### src/rtl/mem_arbiter.sv
// Multi-channel byte-serial memory arbiter.
// Grants one requester at a time and walks its access a byte per cycle.
module mem_arbiter #(
  parameter int NUM_CH = 3,
  parameter int RR_EN  = 1
) (
  input  logic                  clk_in,
  input  logic                  rst_in,
  input  logic                  rdy_in,
  input  logic                  io_buffer_full,
  input  logic                  flush,
  input  logic [7:0]            mem_din,
  output logic [7:0]            mem_dout,
  output logic [31:0]           mem_a,
  output logic                  mem_wr,
  input  logic [NUM_CH-1:0]     ch_req,
  input  logic [32*NUM_CH-1:0]  ch_addr,
  input  logic [2*NUM_CH-1:0]   ch_size,
  input  logic [NUM_CH-1:0]     ch_wr,
  input  logic [NUM_CH-1:0]     ch_sign,
  input  logic [32*NUM_CH-1:0]  ch_wdata,
  output logic [NUM_CH-1:0]     ch_rdy,
  output logic [31:0]           rdata,
  output logic [2:0]            grant_id
);

  typedef enum logic [1:0] {
    IDLE,
    ACCESS,
    COOLDOWN
  } state_t;

  state_t state_q, state_d;

  logic [2:0]        cnt;
  logic [2:0]        last_grant;
  logic [1:0]        l_size;
  logic              l_wr;
  logic              l_sign;
  logic [31:0]       l_wdata;
  logic [31:0]       rbuf;
  logic [NUM_CH-1:0] rdy_r;

  logic [31:0] addr_a [8];
  logic [31:0] wdat_a [8];
  logic [1:0]  size_a [8];
  logic [7:0]  req_a;
  logic [7:0]  wr_a;
  logic [7:0]  sign_a;

  logic        en;
  logic        fl;
  logic        found;
  logic [2:0]  gnt;
  logic [3:0]  j;
  logic        do_grant;
  logic        abort;
  logic        done;
  logic [2:0]  nb;
  logic [2:0]  nxt;
  logic [1:0]  bidx;
  logic [7:0]  wbyte;
  logic [31:0] rmerge;
  logic [31:0] rfill;
  logic [NUM_CH-1:0] gnt_oh;

  function automatic logic [2:0] nbytes(input logic [1:0] s);
    return s[1] ? 3'd4 : (s[0] ? 3'd2 : 3'd1);
  endfunction

  // Flatten channel buses into fixed 8-entry tables
  always_comb begin
    addr_a = '{default: '0};
    wdat_a = '{default: '0};
    size_a = '{default: '0};
    req_a  = '0;
    wr_a   = '0;
    sign_a = '0;
    for (int i = 0; i < NUM_CH; i++) begin
      addr_a[i] = ch_addr[32*i +: 32];
      wdat_a[i] = ch_wdata[32*i +: 32];
      size_a[i] = ch_size[2*i +: 2];
      req_a[i]  = ch_req[i];
      wr_a[i]   = ch_wr[i];
      sign_a[i] = ch_sign[i];
    end
  end

  always_comb begin
    found = 1'b0;
    gnt   = '0;
    j     = '0;
    for (int i = 0; i < NUM_CH; i++) begin
      if (RR_EN != 0)
        j = 4'(last_grant) + 4'd1 + 4'(i);
      else
        j = 4'(i);
      if (j >= 4'(NUM_CH))
        j = j - 4'(NUM_CH);
      if (!found && req_a[j[2:0]]) begin
        found = 1'b1;
        gnt   = j[2:0];
      end
    end
  end

  always_comb begin
    gnt_oh = '0;
    for (int i = 0; i < NUM_CH; i++)
      gnt_oh[i] = (grant_id == 3'(i));
  end

  assign en    = rdy_in & ~io_buffer_full;
  assign fl    = flush & rdy_in;
  assign nb    = nbytes(l_size);
  assign nxt   = cnt + 3'd1;
  assign bidx  = 2'(cnt - 3'd1);
  assign wbyte = 8'(l_wdata >> {nxt[1:0], 3'b000});

  assign do_grant = (state_q == IDLE) & en & ~fl & found;
  // Stores are never torn: only reads are abortable
  assign abort = fl & ~l_wr &
                 ((state_q == ACCESS) | (state_q == COOLDOWN));
  assign done = (state_q == ACCESS) & en &
                (l_wr ? (cnt == nb - 3'd1) : (cnt == nb));

  always_comb begin
    rmerge = rbuf;
    rmerge[{bidx, 3'b000} +: 8] = mem_din;
  end

  always_comb begin
    rfill = rmerge;
    unique case (1'b1)
      l_size == 2'b00:
        rfill = {{24{l_sign & rmerge[7]}}, rmerge[7:0]};
      l_size == 2'b01:
        rfill = {{16{l_sign & rmerge[15]}}, rmerge[15:0]};
      default:
        rfill = rmerge;
    endcase
  end

  always_ff @(posedge clk_in or posedge rst_in) begin
    if (rst_in)
      state_q <= IDLE;
    else
      state_q <= state_d;
  end

  always_comb begin
    state_d = state_q;
    unique case (state_q)
      IDLE:
        if (do_grant)
          state_d = ACCESS;
      ACCESS:
        if (abort)
          state_d = IDLE;
        else if (done)
          state_d = COOLDOWN;
      COOLDOWN:
        if (abort | en)
          state_d = IDLE;
      default:
        state_d = IDLE;
    endcase
  end

  always_ff @(posedge clk_in or posedge rst_in) begin
    if (rst_in) begin
      cnt        <= '0;
      mem_a      <= '0;
      mem_dout   <= '0;
      mem_wr     <= 1'b0;
      rdy_r      <= '0;
      rdata      <= '0;
      grant_id   <= '0;
      last_grant <= 3'(NUM_CH - 1);
      l_size     <= '0;
      l_wr       <= 1'b0;
      l_sign     <= 1'b0;
      l_wdata    <= '0;
      rbuf       <= '0;
    end else if (abort) begin
      cnt    <= '0;
      mem_wr <= 1'b0;
      rdy_r  <= '0;
    end else if (en) begin
      unique case (state_q)
        IDLE: begin
          if (do_grant) begin
            l_size     <= size_a[gnt];
            l_wr       <= wr_a[gnt];
            l_sign     <= sign_a[gnt];
            l_wdata    <= wdat_a[gnt];
            mem_a      <= addr_a[gnt];
            mem_wr     <= wr_a[gnt];
            mem_dout   <= wdat_a[gnt][7:0];
            cnt        <= '0;
            grant_id   <= gnt;
            last_grant <= gnt;
            rbuf       <= '0;
          end
        end
        ACCESS: begin
          cnt <= nxt;
          if (nxt < nb) begin
            mem_a <= mem_a + 32'd1;
            if (l_wr)
              mem_dout <= wbyte;
          end
          // Read data trails the address by one cycle
          if (!l_wr && cnt != 3'd0)
            rbuf <= rmerge;
          if (done) begin
            mem_wr <= 1'b0;
            rdy_r  <= gnt_oh;
            if (!l_wr)
              rdata <= rfill;
          end
        end
        COOLDOWN:
          rdy_r <= '0;
        default: ;
      endcase
    end
  end

  assign ch_rdy = abort ? '0 : rdy_r;

endmodule
### config.mk
export PLATFORM = sky130hd
export DESIGN_NAME = mem_arbiter
export DESIGN_NICKNAME = d
export VERILOG_FILES = /design/src/rtl/mem_arbiter.sv
export SDC_FILE = /design/constraint.sdc
export NUM_CORES = 1
export LEC_CHECK = 0
export ABC_CLOCK_PERIOD_IN_PS = 7000
export BUFFER_PORTS_ARGS = -buffer_cell sky130_fd_sc_hd__buf_4
export CELL_PAD_IN_SITES_DETAIL_PLACEMENT = 1
export CELL_PAD_IN_SITES_GLOBAL_PLACEMENT = 1
export CORE_MARGIN = 2
export CORE_UTILIZATION = 39
export DETAILED_ROUTE_END_ITERATION = 8
export PLACE_DENSITY_LB_ADDON = 0.1
export SYNTH_ARGS = -nofsm -noshare
export SYNTH_HDL_FRONTEND = slang
export SYNTH_SLANG_ARGS = --single-unit
### constraint.sdc
create_clock -name clk_in -period 7 [get_ports clk_in]
set_input_delay 1.4 -clock clk_in [delete_from_list [all_inputs] [get_ports clk_in]]
set_output_delay 1.4 -clock clk_in [all_outputs]
set_load 0.02 [all_outputs]
==> impl_results.md <==
- Final core occ: 52.29%
- Power Total: 6.237 mW
- Share of layout cells above drive strength 1: 33.11%
- DPL Wire Length: 26.76 mm
- Leakage: 5.586 nW
- Largest cells by area after synthesis: dfrtp_1, nand2_1, a21oi_1
- Post-CTS Setup Bufs: 0
- Clock Skews: 0.01272 ns
- Hold Crit Depth: 2
- Iteration count of the initial detailed-routing pass: 4
- Mean Syn Cell Area: 8.845 um^2
- Drt total wl: 36.23 mm
- Vias/cell: 5.780
- Largest net degree at the start of global routing: 97
- CP endpoint kind: flop
- GR peak layer: met2
- HP Start: rbuf[8]$_DFFE_PP0P_
- Placed cells: 1666
- Setup TNS: 0 ns
- CTS tree: done
- Max-slew violations: 0
- Req. time, crit path: 7.24 ns
- Worst path slowest cell: o31ai_4
- R2r endpoint: mem_a[8]$_DFFE_PP0P_
- Port Buffers: 298
- Core box area: 0.02439 mm^2
- Setup violators final: 0
- Synthesized net count: 1339
- Register area share after synthesis: 39.33%
- TritonCTS Sinks: 153
- Post-synth EDFFs: 0
- CTS H-tree lvls: 4
- Post-CTS Hold Fix Bufs: 0
- Hold EP: rbuf[8]$_DFFE_PP0P_
- Routed via count: 9821
- Worst skew pair latency: 0.43 ns
- GR Layer Usage met3: 6.282%
- Cell mode on critical path: ha_1
- RR Startpoint: grant_id[0]$_DFFE_PP0P_
- Share of the synthesized area in the top cell type: 39.06%
- DRC: 0
- Final nets: 1599
- Power Dens Cells: 489.0 mW/mm^2
- Clock root buffer: clkbuf_16
- CP peak stage delay: 0.94 ns
- Type of origin of the critical path: flop
- Vert. Die Dim: 162.0 um
- Top_reg_cell synth: dfrtp_1
- Worst vdd ir: 375.6 uV
- Slew headroom: 20.01%
- Vias in the first global route: 10.46k
- #FFs+latches synth: 153
- Post-CTS sizing: 0
- Synth warnings: 0
- Worst Path Arrival: 5.75 ns
- Die W: 162.0 um
- Overflow after GRT: 0
- Fraction of registers with async set/reset: 100.0%
- Max Cap Violations: 0
- Max Clock Freq: 0.1817 GHz
- Worst-Margin Slew: 1.191 ns
- Initial antenna violation count: 1
- Worst-path fanout max: 22
- Die ar.: 0.02625 mm^2
- FILL cells: 2919
- Top cell type by total area after synthesis: dfrtp_1
- Crit share post-route: 78.63%
- Placer Congestion: 0.8510
- Drt wl/cell: 21.32 um
- Layout Cells excl Fill: 1699
- DRT antenna net count: 0
- First-pass GRT wire length: 57.71 mm
- Synth cell types: 84
- Status: finished, final reports clean
- Clock Pin Slew Worst Setup and Hold Paths: 0.07 ns
- Worst path cell trace: clkinv_1 -> ha_1 -> ha_1 -> or2_1 -> o21ai_0 -> a21oi_1 -> and4b_1 -> o31ai_4 -> buf_4 -> mux2_2 -> o22ai_1 -> a211oi_1
- IO Pins: 299
- Cts bufs inserted: 17
- Syn Inst Count: 1101
- First-iteration detailed-routing DRC count: 540
- Starting Density: 39.93%
- GRT Util Overall: 28.01%
- Row Count: 57
- Fin crit period: 5.504 ns
- Hold WC Path Type: reg2reg
- Synthesis-to-layout area growth: 30.97%
- M1 GR Usage: 34.38%
- Reg2Reg Depth: 12
- Met2 Use GR: 49.34%
- Final Hold Violating Endpoints: 0
- Clk buf depth: 2
- Crit Path Class: reg2reg
- Worst reg-to-reg setup slack: 1.50 ns
- Mapped Area: 0.009738 mm^2
- RSZ-0062 raised after global routing: false
metrics by stage:
stage	cell area, um^2	setup slack [ns]	hold slack (ns)
finish	12750	1.496	0.4704
global route	12750	0.9373	0.5189
CTS	12750	1.477	0.4726
detailed placement	12190	1.507	0.4580
global placement	12190	1.770	0.4508
floorplan	9738	1.480	0.4349
worst max-delay path by stage:
| stage | from | end | cells after the start |
|---|---|---|---|
| floorplan | rst_in | cnt[0]$_DFFE_PP0P_ | 1 |
| global placement | grant_id[0]$_DFFE_PP0P_ | mem_a[23]$_DFFE_PP0P_ | 12 |
| detailed placement | grant_id[0]$_DFFE_PP0P_ | mem_a[8]$_DFFE_PP0P_ | 12 |
| CTS | grant_id[0]$_DFFE_PP0P_ | mem_a[8]$_DFFE_PP0P_ | 12 |
| global route | grant_id[0]$_DFFE_PP0P_ | mem_a[30]$_DFFE_PP0P_ | 12 |
| finish | grant_id[0]$_DFFE_PP0P_ | mem_a[8]$_DFFE_PP0P_ | 12 |
cells by family (layout without fill, tap and decap cells):
family / Yosys count / in the layout / synth area share [%]
xor gates and xnor gates: 11 / 11 / 1.323
other: 0 / 1 / 0
DFF: 153 / 153 / 39.33
buffers and inverters: 109 / 382 / 5.152
muxes: 53 / 53 / 6.977
adders and majority gates: 19 / 19 / 2.428
and+or+nand+nor: 424 / 424 / 20.56
AOI/OAI and AO/OA: 332 / 332 / 24.23
per-layer routing:
metal | up-vias | share of wire, %
met5 | - | 0
met4 | 0 | 2.3
met3 | 56 | 6.0
met2 | 314 | 51
met1 | 4873 | 41
li1 | 4578 | -
cells in the final DEF (no fill, tap or decap), types with 13 or more instances in the layout:
cell type  synthesis  layout
buf_4              8     318
nand2_1          195     194
dfrtp_1          152     152
a21oi_1           82      82
o21ai_0           67      67
nor2_1            66      65
nand4_1           35      35
o221a_2           32      32
mux2_2            28      28
inv_1             28      27
nand3_1           24      24
a211oi_1          23      23
o22ai_1           20      20
a22o_1            19      19
nor3_1            17      17
ha_1              18      17
clkbuf_16          0      17
mux2i_1           15      15
nor2b_1           13      13
cell usage after synthesis (18+ instances only):
cell type / instances
a211oi_1: 23
o22ai_1: 20
o221a_2: 32
o21ai_0: 67
nand4_1: 35
ha_1: 18
a22o_1: 19
nor2_1: 66
mux2_2: 28
buf_2: 32
inv_1: 28
clkbuf_1: 33
nand2_1: 195
dfrtp_1: 152
a21oi_1: 82
nand3_1: 24
report_power, final:
| group | leakage (nW) | internal, mW | switching, mW |
|---|---|---|---|
| logic | 3.39 | 1.54 | 2.32 |
| clock network | 0.263 | 0.503 | 0.405 |
| registers | 1.93 | 1.16 | 0.310 |
critical path, delay by kind of cell (launching register included):
kind	cells	cell delay [ns]
AO/OA/AOI/OAI	5	1.69
adder cells (fa/ha/maj)	2	1.09
buffers and inverters	2	0.85
flip-flops	1	0.78
AND/OR/NAND/NOR	2	0.52
multiplexers	1	0.37
layout make-up:
| cell class | instances | area, um^2 | area share, % |
|---|---|---|---|
| Timing Repair Buffer | 318 | 2387 | 18.72 |
| Clock inverter | 12 | 117.6 | 0.9222 |
| Multi-Input combinational cell | 839 | 5439 | 42.65 |
| Antenna cell | 1 | 2.502 | 0.01962 |
| Sequential cell | 153 | 3830 | 30.03 |
| Inverter | 32 | 125.1 | 0.9811 |
| Clock buffer | 20 | 446.7 | 3.502 |
| Tap cell | 324 | 405.4 | 3.179 |
state kept, by name, indices dropped and copies added, names as in the netlist:
register	flops
grant_id	3
l_wdata	32
rdy_r	3
l_size	2
rdata	32
last_grant	1
l_wr	1
mem_wr	1
state_q	2
cnt	3
rbuf	32
mem_dout	8
l_sign	1
mem_a	32
(Power assumes the default switching activity.)
